[src/rtl/mem_bist_ctrl.sv]
// March-C-style BIST controller for a single-port RAM with 1-cycle registered read.
// Optional first-failure capture is built when MEM_BIST_FAIL_CAPTURE_EN is defined.
module mem_bist_ctrl #(
  parameter  int DATA_WIDTH = 8,
  parameter  int RAM_DEPTH  = 8,
  localparam int ADDR_WIDTH = (RAM_DEPTH > 1) ? $clog2(RAM_DEPTH) : 1
) (
  input  logic                  clk_ip,
  input  logic                  rst_ip,
  input  logic                  start_ip,
  input  logic [DATA_WIDTH-1:0] ram_rdata_ip,
  output logic                  ram_we_op,
  output logic [ADDR_WIDTH-1:0] ram_addr_op,
  output logic [DATA_WIDTH-1:0] ram_wdata_op,
  output logic                  busy_op,
  output logic                  done_op,
  output logic                  pass_op,
  output logic                  fail_op,
  output logic [ADDR_WIDTH-1:0] fail_addr_op,
  output logic [1:0]            fail_elem_op,
  output logic [DATA_WIDTH-1:0] fail_data_op
);

  localparam logic [3:0] S_IDLE  = 4'd0;
  localparam logic [3:0] S_M0_W  = 4'd1;
  localparam logic [3:0] S_M1_R  = 4'd2;
  localparam logic [3:0] S_M1_W  = 4'd3;
  localparam logic [3:0] S_M2_R  = 4'd4;
  localparam logic [3:0] S_M2_W  = 4'd5;
  localparam logic [3:0] S_M3_R  = 4'd6;
  localparam logic [3:0] S_DRAIN = 4'd7;
  localparam logic [3:0] S_DONE  = 4'd8;

  localparam logic [ADDR_WIDTH-1:0] ADDR_LAST = ADDR_WIDTH'(RAM_DEPTH - 1);
  localparam logic [ADDR_WIDTH-1:0] ADDR_ONE  = ADDR_WIDTH'(1);
  localparam logic [DATA_WIDTH-1:0] WORD_ZERO = '0;
  localparam logic [DATA_WIDTH-1:0] WORD_ONE  = '1;

  logic [3:0]            state;
  logic [3:0]            state_nx;
  logic [ADDR_WIDTH-1:0] addr_nx;
  logic                  pend_valid;
  logic [DATA_WIDTH-1:0] pend_exp;
  logic                  is_read;
  logic                  start_ok;
  logic                  mismatch;

  assign is_read  = (state == S_M1_R) || (state == S_M2_R) || (state == S_M3_R);
  assign start_ok = start_ip && ((state == S_IDLE) || (state == S_DONE));
  // The pending register carries the previous cycle's read so it is compared once the RAM has registered it.
  assign mismatch = pend_valid && (ram_rdata_ip != pend_exp);

  // NOTE: every output of an always_comb gets a default first, so no path can infer a latch.
  always_comb begin
    state_nx = state;
    addr_nx  = ram_addr_op;
    case (state)
      S_IDLE, S_DONE: begin
        addr_nx = '0;
        if (start_ip) state_nx = S_M0_W;
      end
      S_M0_W: begin
        if (ram_addr_op == ADDR_LAST) begin
          state_nx = S_M1_R;
          addr_nx  = '0;
        end else begin
          addr_nx = ram_addr_op + ADDR_ONE;
        end
      end
      S_M1_R: state_nx = S_M1_W;
      S_M1_W: begin
        if (ram_addr_op == ADDR_LAST) begin
          state_nx = S_M2_R;
          addr_nx  = ADDR_LAST;
        end else begin
          state_nx = S_M1_R;
          addr_nx  = ram_addr_op + ADDR_ONE;
        end
      end
      S_M2_R: state_nx = S_M2_W;
      S_M2_W: begin
        if (ram_addr_op == '0) begin
          state_nx = S_M3_R;
          addr_nx  = '0;
        end else begin
          state_nx = S_M2_R;
          addr_nx  = ram_addr_op - ADDR_ONE;
        end
      end
      S_M3_R: begin
        if (ram_addr_op == ADDR_LAST) state_nx = S_DRAIN;
        else                          addr_nx  = ram_addr_op + ADDR_ONE;
      end
      S_DRAIN: begin
        state_nx = S_DONE;
        addr_nx  = '0;
      end
      default: begin
        state_nx = S_IDLE;
        addr_nx  = '0;
      end
    endcase
  end

  // NOTE: sequential state uses non-blocking assignments so all registers update from pre-edge values.
  always_ff @(posedge clk_ip) begin
    if (rst_ip) begin
      state        <= S_IDLE;
      ram_we_op    <= 1'b0;
      ram_addr_op  <= '0;
      ram_wdata_op <= '0;
      busy_op      <= 1'b0;
      done_op      <= 1'b0;
      pass_op      <= 1'b0;
      fail_op      <= 1'b0;
      pend_valid   <= 1'b0;
      pend_exp     <= '0;
    end else begin
      state        <= state_nx;
      ram_addr_op  <= addr_nx;
      ram_we_op    <= (state_nx == S_M0_W) || (state_nx == S_M1_W) || (state_nx == S_M2_W);
      ram_wdata_op <= (state_nx == S_M1_W) ? WORD_ONE : WORD_ZERO;
      busy_op      <= (state_nx != S_IDLE) && (state_nx != S_DONE);
      pend_valid   <= is_read;
      pend_exp     <= (state == S_M2_R) ? WORD_ONE : WORD_ZERO;
      if (start_ok) begin
        done_op <= 1'b0;
        pass_op <= 1'b0;
        fail_op <= 1'b0;
      end else begin
        if (mismatch) fail_op <= 1'b1;
        // The last M3 compare lands on the DRAIN edge, so pass must include it.
        if (state == S_DRAIN) begin
          done_op <= 1'b1;
          pass_op <= !(fail_op || mismatch);
        end
      end
    end
  end

`ifdef MEM_BIST_FAIL_CAPTURE_EN
  logic [ADDR_WIDTH-1:0] pend_addr;
  logic [1:0]            pend_elem;
  logic [1:0]            elem_cur;

  always_comb begin
    elem_cur = 2'd0;
    case (state)
      S_M1_R:  elem_cur = 2'd1;
      S_M2_R:  elem_cur = 2'd2;
      S_M3_R:  elem_cur = 2'd3;
      default: elem_cur = 2'd0;
    endcase
  end

  always_ff @(posedge clk_ip) begin
    if (rst_ip) begin
      pend_addr    <= '0;
      pend_elem    <= 2'd0;
      fail_addr_op <= '0;
      fail_elem_op <= 2'd0;
      fail_data_op <= '0;
    end else begin
      pend_addr <= ram_addr_op;
      pend_elem <= elem_cur;
      if (start_ok) begin
        fail_addr_op <= '0;
        fail_elem_op <= 2'd0;
        fail_data_op <= '0;
      end else if (mismatch && !fail_op) begin
        fail_addr_op <= pend_addr;
        fail_elem_op <= pend_elem;
        fail_data_op <= ram_rdata_ip;
      end
    end
  end
`else
  assign fail_addr_op = '0;
  assign fail_elem_op = 2'd0;
  assign fail_data_op = '0;
`endif

endmodule
[config.mk]
export PLATFORM = sky130hd
export DESIGN_NAME = mem_bist_ctrl
export DESIGN_NICKNAME = d
export VERILOG_FILES = /design/src/rtl/mem_bist_ctrl.sv
export SDC_FILE = /design/constraint.sdc
export NUM_CORES = 1
export LEC_CHECK = 0
export ABC_CLOCK_PERIOD_IN_PS = 2250
export CAP_MARGIN = 20
export CELL_PAD_IN_SITES_DETAIL_PLACEMENT = 1
export CELL_PAD_IN_SITES_GLOBAL_PLACEMENT = 2
export CORE_UTILIZATION = 24
export DETAILED_ROUTE_END_ITERATION = 16
export GPL_ROUTABILITY_DRIVEN = 0
export GPL_TIMING_DRIVEN = 0
export PLACE_DENSITY = 0.84
export RECOVER_POWER = 50
export SKIP_CTS_REPAIR_TIMING = 1
export SYNTH_ARGS = -nofsm -noshare
export SYNTH_HDL_FRONTEND = slang
export SYNTH_SLANG_ARGS = --single-unit
[constraint.sdc]
create_clock -name clk_ip -period 2.25 [get_ports clk_ip]
set_input_delay 0.225 -clock clk_ip [delete_from_list [all_inputs] [get_ports clk_ip]]
set_output_delay 0.225 -clock clk_ip [all_outputs]
set_load 0.05 [all_outputs]
==> results of run 1 <==
==> kinds of logic after synthesis <==
logic type | synth area share [%]
flops | 27.9
fa+ha+maj | 6.98
buf+inv | 19.4
compound gates | 17.8
other cells | 0.349
simple gates | 23.7
mux | 3.84
==> per-layer routing <==
layer	vias to the layer above	wire, um	GRT usage [%]
met1	485	1360	16.3
met3	7	188	1.97
met2	38	1350	23.8
met5	-	0	0
met4	0	80	8.42
li1	524	-	-
==> cells in the mapped netlist, drive strengths merged <==
cell type / count / area [sq um]
o22ai: 1 / 6.26
nand2b: 5 / 33.8
a21oi: 3 / 15.0
nand2: 9 / 33.8
inv: 9 / 33.8
nand3: 3 / 15.0
o31ai: 1 / 7.51
a2111oi: 1 / 8.76
o31a: 2 / 17.5
or4: 1 / 7.51
o32a: 1 / 10.0
nor2: 7 / 26.3
a211oi: 3 / 27.5
mux2: 1 / 11.3
a31oi: 3 / 18.8
mux2i: 3 / 30.0
buf: 23 / 164
a311o: 1 / 10.0
nor4: 5 / 31.3
or3: 2 / 12.5
a21bo: 1 / 10.0
ha: 6 / 75.1
a22oi: 1 / 7.51
o211ai: 1 / 7.51
o21ai: 4 / 20.0
clkbuf: 3 / 11.3
a21o: 1 / 7.51
conb: 1 / 3.75
a41oi: 1 / 8.76
nor4b: 2 / 23.8
nand3b: 2 / 15.0
nand4: 2 / 12.5
a221oi: 1 / 8.76
or3b: 1 / 8.76
dfxtp: 15 / 300
nor2b: 1 / 6.26
nor3: 4 / 20.0
and3b: 1 / 8.76
==> registers in the layout, summed over array words and instances (netlist names) <==
| name | cells |
|---|---|
| state | 4 |
| ram_addr_op | 3 |
| busy_op | 1 |
| done_op | 1 |
| fail_op | 1 |
| pass_op | 1 |
| pend_exp | 1 |
| pend_valid | 1 |
| ram_wdata_op | 1 |
| ram_we_op | 1 |
==> where the power goes <==
group          internal [uW]  switching [uW]  leakage [uW]
combinational           61.3             115      0.000458
sequential               274            7.33      0.000122
clock                    126             103     0.0000228
==> worst max-delay path, stage by stage (launching register included) <==
cell and delay [ns]:
dfxtp_1 0.42, ha_1 0.26, ha_1 0.24, and3b_1 0.20
nor4b_1 0.51, nand2_1 0.11, o211ai_1 0.11
==> through the flow <==
stage          instance area [sq um]  power (uW)
6_report                        1480         686
5_1_grt                         1480         716
4_1_cts                         1490         698
3_5_place_dp                    1440         466
3_3_place_gp                    1440         462
2_1_floorplan                   1120         419
==> final timing paths <==
path	cells after the start	to	slack (ns)	start
worst max-delay path	6	ram_addr_op[2]$_SDFFE_PP0P_	0.30	ram_addr_op[0]$_SDFFE_PP0P_
worst min-delay path	2	done_op$_SDFFE_PP0P_	0.47	done_op$_SDFFE_PP0P_
worst max register to register	6	ram_addr_op[2]$_SDFFE_PP0P_	0.30	ram_addr_op[0]$_SDFFE_PP0P_
worst min register to register	2	done_op$_SDFFE_PP0P_	0.47	done_op$_SDFFE_PP0P_
==> cell type report <==
| type | instances | area [sq um] |
|---|---|---|
| inverters | 9 | 33.8 |
| plain buffers | 26 | 174 |
| fillers | 521 | 2660 |
| repair buffers | 26 | 260 |
| flip-flops and latches | 15 | 300 |
| multi-input cells | 94 | 607 |
| clock buffers | 4 | 45.0 |
| well taps | 50 | 62.6 |
==> metrics.md, run 1 <==
| Metric | Value |
|---|---|
| Critical path endpoint category | flop |
| Critical Path Start Type | flop |
| Class of the worst hold path | flop to flop |
| Max Clock Skew | 0.00457 ns |
| Final hold violation count | 0 |
| CORE AREA | 0.00414 sq mm |
| Crit path kind | flop to flop |
| Synth warn | 0 |
| Clock Tree Root | clkbuf_8 |
| CTS buffer count | 3 |
| CTS Sinks | 15 |
| Fin cells | 224 |
| Seq/Total Area, Yosys | 27.9% |
| Pwr per Cell Area | 463 mW/mm^2 |
| Synth Cell Area | 0.00108 sq mm |
| Layout area overhead | 37.8% |
| WHS | 0.465 ns |
| Worst slew margin | between 50 and 60% |
| Fmax | 514 MHz |
| Largest net degree at the start of global routing | 11 |
| Final WS setup | 0.303 ns |
| Gr ovfl total | 0 |
| HPWL after DPL | 2350 um |
| Clk_lat worst skew | 0.26 ns |
| Worst Path Max Fanout | 6 |
| Syn Area/Cell | 8.15 sq um |
| RSZ-0062 raised after global routing | false |
| All-Layer GR Usage | 13.9% |
| Setup WS pre-CTS | 0.287 ns |
| Drt pass-1 iters | 4 |
| FP Rows | 23 |
| Ports | 40 |
| Share of cells above drive strength 1 | 17.8% |
| Initial drt markers | 35 |
| Vias in the first global route | 1024 |
| Most frequent cells in the layout | buf_4 (20), clkdlybuf4s50_1 (17), dfxtp_1 (15) |
| Run status | completed |
| CTS clock-pin slew for the worst setup and hold paths | 0.06 ns |
| WL final | just under 3000 um |
| Pins Over Slew Limit | 0 |
| Placed cells | 220 |
| Nets | 192 |
| PortBufs | 26 |
| Drc violations | 0 |
| CTS tree | done |
| Most common cell after layout, fill and taps aside | buf_4 |
| Starting Density | 26.0% |
| Maximum vdd drop | 0.160 mV |
| Final Setup Violations | 0 |
| Initial antenna violation count | 0 |
| Clock buffer depth | 2 |
| Mapped Cells | roughly 130 |
| Setup_tns | 0 ns |
| FF+latch count, synth | 15 |
| Vias per cell | 4.71 |
| Worst-margin pin slew | between 0.6 and 0.7 ns |
| DIE AREA | 0.00476 sq mm |
| Routed vias | roughly 1100 |
| Die height | 69.0 um |
| First-pass GRT wire length | 4760 um |
| Leakage | 0.000602 uW |
| Wire per inst | 13.3 um |
| Arrival @ worst endpoint | 2.12 ns |
| Required @ worst endpoint | between 2 and 2.5 ns |
| Die W | 69.0 um |
| Crit path time final | 1.95 ns |
| Number of routed nets with antenna violations | 0 |
| H-tree Lvls | 1 |
| Antenna diode count | 0 |
| MaxCap Viol Count | 0 |
| Yosys cell types | 44 |
| Post-route clock period utilization | between 80 and 90% |
| Post-layout util | 35.8% |
No activity file was read; power rests on OpenSTA's default activity.
==> run 2, diff against run 1 <==
Settings changed: CAP_MARGIN 20 to unset, CTS_CLUSTER_SIZE set to 20.
==> results of run 2 <==
No change in the layout: final DEF, timing and power equal those of run 1.
